**config.mk**
```make
export PLATFORM = sky130hd
export DESIGN_NAME = instr_fetch_flat
export DESIGN_NICKNAME = d
export VERILOG_FILES = /design/src/rtl/instr_fetch_if.sv /design/src/rtl/instr_fetch.sv /design/src/flat_wrapper.sv
export SDC_FILE = /design/constraint.sdc
export NUM_CORES = 1
export LEC_CHECK = 0
export CORE_ASPECT_RATIO = 2
export CORE_MARGIN = 2
export CORE_UTILIZATION = 35
export CTS_BUF_LIST = sky130_fd_sc_hd__clkbuf_16
export DETAILED_ROUTE_END_ITERATION = 7
export PLACE_DENSITY = 0.63
export SETUP_SLACK_MARGIN = 0.15
export SLEW_MARGIN = 20
export SYNTH_ARGS = -nofsm -noshare
export SYNTH_HDL_FRONTEND = slang
export SYNTH_SLANG_ARGS = --single-unit
```
**constraint.sdc**
```tcl
create_clock -name clk -period 8.15 [get_ports clk]
set_input_delay 2.0375 -clock clk [delete_from_list [all_inputs] [get_ports clk]]
set_output_delay 2.0375 -clock clk [all_outputs]
set_load 0.05 [all_outputs]
```
**src/rtl/instr_fetch_if.sv**
```systemverilog
// Fetch-unit bus bundle: redirect input, instruction-memory read port and
// the decoded-stage output handshake. The master side is the fetch unit.
interface instr_fetch_if;
  logic        clk_enable;
  logic        redirect_valid;
  logic [31:0] redirect_target;
  logic [31:0] imem_address;
  logic        imem_read;
  logic        imem_waitrequest;
  logic [31:0] imem_readdata;
  logic        instr_valid;
  logic        instr_ready;
  logic [31:0] instruction;
  logic [31:0] pc;
  logic [31:0] pc4;
  logic        halted;

  modport master (
    input  clk_enable, redirect_valid, redirect_target,
    input  imem_waitrequest, imem_readdata, instr_ready,
    output imem_address, imem_read,
    output instr_valid, instruction, pc, pc4, halted
  );

  modport slave (
    output clk_enable, redirect_valid, redirect_target,
    output imem_waitrequest, imem_readdata, instr_ready,
    input  imem_address, imem_read,
    input  instr_valid, instruction, pc, pc4, halted
  );
endinterface

```
**src/rtl/instr_fetch.sv**
```systemverilog
// Instruction fetch unit with one branch delay slot. Reads one word per
// cycle from instruction memory into a single output register, follows
// taken branches after their delay slot, and halts sticky on reaching
// address 0.
module instr_fetch (
  input  logic          clk,
  input  logic          reset,
  instr_fetch_if.master bus
);

  localparam logic [31:0] RESET_PC = 32'hBFC0_0000;

  logic [31:0] fetch_pc;
  logic        out_valid;
  logic [31:0] out_instr;
  logic [31:0] out_pc;
  logic        pending;
  logic [31:0] pending_target;
  logic        halt_flag;

  logic        handshake;
  logic        read_req;
  logic        read_done;
  logic        read_stall;
  logic        redirect_take;
  logic        in_sequence;
  logic [31:0] target_word;

  // Branch targets are word addresses; the byte-offset bits are dropped.
  function automatic logic [31:0] align_word(input logic [31:0] addr);
    return {addr[31:2], 2'b00};
  endfunction

  assign handshake   = out_valid & bus.instr_ready;
  // A new read is only started when its result has somewhere to go: the
  // output register is empty or is being drained in this same cycle.
  assign read_req    = ~reset & bus.clk_enable & ~halt_flag &
                       (fetch_pc != 32'd0) & (~out_valid | handshake);
  assign read_done   = read_req & ~bus.imem_waitrequest;
  assign read_stall  = read_req & bus.imem_waitrequest;
  // A redirect belongs to the instruction being handed off; while a delay
  // slot is still outstanding a further redirect is dropped.
  assign redirect_take = bus.clk_enable & handshake & bus.redirect_valid & ~pending;
  // True when the word after the branch (its delay slot) is still the one
  // to be fetched next.
  assign in_sequence = (fetch_pc == out_pc + 32'd4);
  assign target_word = align_word(bus.redirect_target);

  // Fetch address, output register, delay-slot tracking and halt state.
  always_ff @(posedge clk) begin
    if (reset) begin
      fetch_pc       <= RESET_PC;
      out_valid      <= 1'b0;
      out_instr      <= 32'd0;
      out_pc         <= 32'd0;
      pending        <= 1'b0;
      pending_target <= 32'd0;
      halt_flag      <= 1'b0;
    end else if (bus.clk_enable) begin
      if (read_done) begin
        out_valid <= 1'b1;
        out_instr <= bus.imem_readdata;
        out_pc    <= fetch_pc;
      end else if (handshake) begin
        out_valid <= 1'b0;
      end

      if (redirect_take) begin
        if (read_done) begin
          // The delay slot (or the already-chosen successor) is landing now,
          // so the very next fetch can go straight to the target.
          fetch_pc <= target_word;
          pending  <= 1'b0;
        end else if (in_sequence || read_stall) begin
          // Let the outstanding read finish at its held address first.
          pending        <= 1'b1;
          pending_target <= target_word;
        end else begin
          fetch_pc <= target_word;
        end
      end else if (read_done) begin
        if (pending) begin
          fetch_pc <= pending_target;
          pending  <= 1'b0;
        end else begin
          fetch_pc <= fetch_pc + 32'd4;
        end
      end

      if (!out_valid && (fetch_pc == 32'd0)) begin
        halt_flag <= 1'b1;
      end
    end
  end

  assign bus.imem_address = fetch_pc;
  assign bus.imem_read    = read_req;
  assign bus.instr_valid  = out_valid;
  assign bus.instruction  = out_instr;
  assign bus.pc           = out_pc;
  assign bus.pc4          = out_pc + 32'd4;
  assign bus.halted       = halt_flag;

endmodule

```
**src/flat_wrapper.sv**
```systemverilog
// flat-port wrapper written by rule: the top's interface ports become plain ports
module instr_fetch_flat 
  (clk, reset, bus_clk_enable, bus_redirect_valid, bus_redirect_target, bus_imem_waitrequest, bus_imem_readdata, bus_instr_ready, bus_imem_address, bus_imem_read, bus_instr_valid, bus_instruction, bus_pc, bus_pc4, bus_halted);
  instr_fetch_if bus_i ();
  input  logic clk;
  input  logic reset;
  input wire logic [$bits(bus_i.clk_enable)-1:0] bus_clk_enable;
  input wire logic [$bits(bus_i.redirect_valid)-1:0] bus_redirect_valid;
  input wire logic [$bits(bus_i.redirect_target)-1:0] bus_redirect_target;
  input wire logic [$bits(bus_i.imem_waitrequest)-1:0] bus_imem_waitrequest;
  input wire logic [$bits(bus_i.imem_readdata)-1:0] bus_imem_readdata;
  input wire logic [$bits(bus_i.instr_ready)-1:0] bus_instr_ready;
  output wire logic [$bits(bus_i.imem_address)-1:0] bus_imem_address;
  output wire logic [$bits(bus_i.imem_read)-1:0] bus_imem_read;
  output wire logic [$bits(bus_i.instr_valid)-1:0] bus_instr_valid;
  output wire logic [$bits(bus_i.instruction)-1:0] bus_instruction;
  output wire logic [$bits(bus_i.pc)-1:0] bus_pc;
  output wire logic [$bits(bus_i.pc4)-1:0] bus_pc4;
  output wire logic [$bits(bus_i.halted)-1:0] bus_halted;
  assign bus_i.clk_enable = bus_clk_enable;
  assign bus_i.redirect_valid = bus_redirect_valid;
  assign bus_i.redirect_target = bus_redirect_target;
  assign bus_i.imem_waitrequest = bus_imem_waitrequest;
  assign bus_i.imem_readdata = bus_imem_readdata;
  assign bus_i.instr_ready = bus_instr_ready;
  assign bus_imem_address = bus_i.imem_address;
  assign bus_imem_read = bus_i.imem_read;
  assign bus_instr_valid = bus_i.instr_valid;
  assign bus_instruction = bus_i.instruction;
  assign bus_pc = bus_i.pc;
  assign bus_pc4 = bus_i.pc4;
  assign bus_halted = bus_i.halted;
  instr_fetch u_core (.clk(clk), .reset(reset), .bus(bus_i));
endmodule
```
==> results.cfg <==
[clocking]
tritoncts = yes
htree_num_levels = 4
cts_hold_buf = 0
cts-root-to-sink-buffers = 2
clock_insertion_delay_worst_skew_ns = 0.42
cts_post_setup_buffers_inserted = 0
postCtsResizedCells = 0
cts_made_buffers = 17
buffer_cell_driving_the_clock_tree_root = sky130_fd_sc_hd__clkbuf_16
sinks_on_clock_net = 125
clk_pin_slew_worst_setup_hold_paths_ns = 0.05

[power]
clk_pwr_share = 0.494
switching_share = 0.2599
switchingPower_mw = 0.4339
power_per_cell_area_nw_per_um2 = 164.9
worst_ir_drop_vdd_uv = 120.5
static-leakage-power_nw = 3.493
cell_internal_pwr_mw = 1.236
comb_power_share = 0.121
p_seq_frac = 0.385

[synth]
yosys_warnings = 0
share_of_synthesized_area_occupied_by_flip_flops_and_latches = 0.3291
synth_area_um2 = 7604
postSynthCellCount = 1025
number_of_different_library_cells_in_the_post_synthesis_netlist = 69
postSynthAreaPerCell_um2 = 7.418
asyncSetResetFlopFracSynth = 0
ys_seq_elements = 125
most_used_flip_flop_cell_after_synthesis = sky130_fd_sc_hd__dfxtp_1
synth-edff-count = 0

[finish]
drive_gt1_frac = 0.05872
final_net_count = 1219
final_core_util = 0.4732
antennaDiodeCount = 0
mostFrequentLayoutCells = sky130_fd_sc_hd__nand2_1, sky130_fd_sc_hd__clkdlybuf4s50_1, sky130_fd_sc_hd__dfxtp_1
syn2layout_area_growth_pct = 33.14
num-fill-cells = 2129
layout_commonest_cell = sky130_fd_sc_hd__nand2_1
finish.cell_count_without_fillers = 1431

[setup_path]
critical_path_class = in -> out
required_ns = 6.11
reg2reg_path_depth = 9
r2r-start = u_core.bus.pc[7]
ff2ff_setup_slack_ns = 3.66
startpoint_type = primary input
cp.arrival_ns = 4.12
regToRegEndpoint = u_core.bus.imem_address[30]
critPathMaxFanout = 6
setup.worst_path.end = bus_imem_read
worstSetupEndpointType = output pin
startpoint = bus_clk_enable

[sta]
post-route-min-period_ns = 6.156
post-route-period-util = 0.7553
clock_skew_ns = 0.01079
rsz0062_at_grt = false
hold_viol = 0
maxSlewHeadroom = 0.2834
setup_violations = 0
tightestPinTransition_ns = 1.072
finalSetupTns_ns = 0
report.final.slew_viol_count = 0
fmax_ghz = 0.1625

[grt]
wire_length_of_the_first_global_routing_pass_mm = 43.17
combined_global_route_utilization_of_all_metal_layers = 0.2474
overflow = 0
grt_max_degree = 70
antenna_found_initial = 0
grt_pass1_vias = 7710

[placement]
routability_congestion = 0.9863
numPortBuffers = 192
detailed_place_hpwl_mm = 20.29
placedCellCount = 1400

[flow_run]
drv.max_cap_violation_count = 0

[route]
wl_mm = 28.27
average_vias_per_placed_instance = 5.581
drt-initial-drc-count = 423
routed_wire_length_per_instance_um = 19.75
drtAntennaViolNets = 0
routed_via_count = 7987
drc_errors = 0
drt-pass1-iter-count = 6

[die]
top_level_ports = 201
die_area_um2 = 22990
fp.dieW_um = 108.2
die_height_um = 212.4
start_util = 0.3554
row_count = 76
core_area_um2 = 21400

[outcome]
status = finished, final reports clean

[worst_hold_path]
hold_path.class = reg -> reg
[cell type report]
class	count	area (um^2)	share of cell area
Tap cell	273	341.6	0.03374
Clock inverter	14	202.7	0.02002
Multi-Input combinational cell	771	4551	0.4495
Sequential cell	125	2504	0.2473
Clock buffer	17	425.4	0.04202
Inverter	30	112.6	0.01112
Timing Repair Buffer	201	1987	0.1963
[critical path, stage by stage]
cell,delay (ns)
sky130_fd_sc_hd__clkdlybuf4s50_1,0.54
sky130_fd_sc_hd__o2111ai_1,0.13
sky130_fd_sc_hd__a21oi_1,0.49
sky130_fd_sc_hd__clkdlybuf4s50_1,0.92
[Yosys cell counts (all sizes together) (2+ instances only)]
cell type  count  area [um^2]
a211o          6        52.55
a211oi        30        260.3
a21oi        112        560.5
a221oi         5        43.79
a22oi          2        15.01
a311oi         4        35.03
a31oi          5        31.28
a32o           5        50.05
a32oi          5        43.79
and2           5        31.28
and3          11        73.82
and4          12        105.1
buf           41        247.7
clkbuf        63        236.5
dfxtp        125         2502
ha             3        37.54
inv           29        108.9
mux2i         34        340.3
nand2        241        904.6
nand2b         5        31.28
nand3         39        205.2
nand3b         2        15.01
nand4         18        142.6
nor2          49        183.9
nor2b          3        18.77
nor3          22        120.1
nor4          21        152.6
nor4b          2        17.52
o2111ai        5        43.79
o211ai         3        22.52
o21a           2        15.01
o21ai         17        88.84
o2bb2ai        2        17.52
o311ai         3        26.28
o31ai          4        35.03
or2            4        25.02
or3           10        62.56
or4            5        37.54
xnor2         26        227.7
xnor3          2        45.04
xor2          27        236.5
[cells by family after synthesis]
family	synth area share
DFF	0.3291
AOI/OAI and AO/OA	0.1876
xor gates and xnor gates	0.07010
and+or+nand+nor	0.2845
other	0.0004932
adders and majority gates	0.004937
muxes	0.04476
buffers and inverters	0.07849
[stage by stage]
step	worst slack, ns	area (um^2)	power (mW)	hold WS, ns
3_5_place_dp	1.952	9495	0.8576	0.4455
6_report	1.994	10120	1.670	0.4520
4_1_cts	1.942	10120	1.685	0.4529
3_3_place_gp	2.007	9495	0.8566	0.4409
5_1_grt	1.842	10120	1.724	0.4671
2_1_floorplan	2.790	7622	0.7712	0.4296
[how the worst min path moves through the flow]
stage                                           from                          to  slack, ns  depth (start not counted)
final                     u_core.bus.instruction[11]  u_core.bus.instruction[11]       0.45                          2
after detailed placement  u_core.bus.instruction[30]  u_core.bus.instruction[30]       0.45                          2
after CTS                 u_core.bus.instruction[11]  u_core.bus.instruction[11]       0.45                          2
after global placement     u_core.bus.instruction[5]   u_core.bus.instruction[5]       0.44                          2
after floorplan            u_core.pending_target[30]   u_core.pending_target[30]       0.43                          2
after global routing       u_core.bus.instruction[5]   u_core.bus.instruction[5]       0.47                          2
[power groups by stage]
stage / registers (mW) / clock network [mW] / logic [mW]
CTS: 0.643 / 0.840 / 0.202
floorplan: 0.683 / 0 / 0.0880
global route: 0.645 / 0.866 / 0.214
detailed placement: 0.656 / 0 / 0.201
global placement: 0.656 / 0 / 0.201
finish: 0.644 / 0.825 / 0.201
[registers in the layout, summed over array words and instances (netlist names)]
| register | cells |
|---|---|
| u_core.bus.instruction | 32 |
| u_core.bus.imem_address | 30 |
| u_core.bus.pc | 30 |
| u_core.pending_target | 30 |
| u_core.bus.halted | 1 |
| u_core.bus.instr_valid | 1 |
| u_core.pending | 1 |
[layer usage]
layer / part of all wire / GRT usage / vias up
li1: - / - / 3804
met3: 0.069 / 0.04813 / 95
met1: 0.35 / 0.2594 / 3720
met4: 0.064 / 0.1543 / 0
met2: 0.52 / 0.4435 / 368
met5: 0 / 0 / -
(Power assumes the default switching activity.)
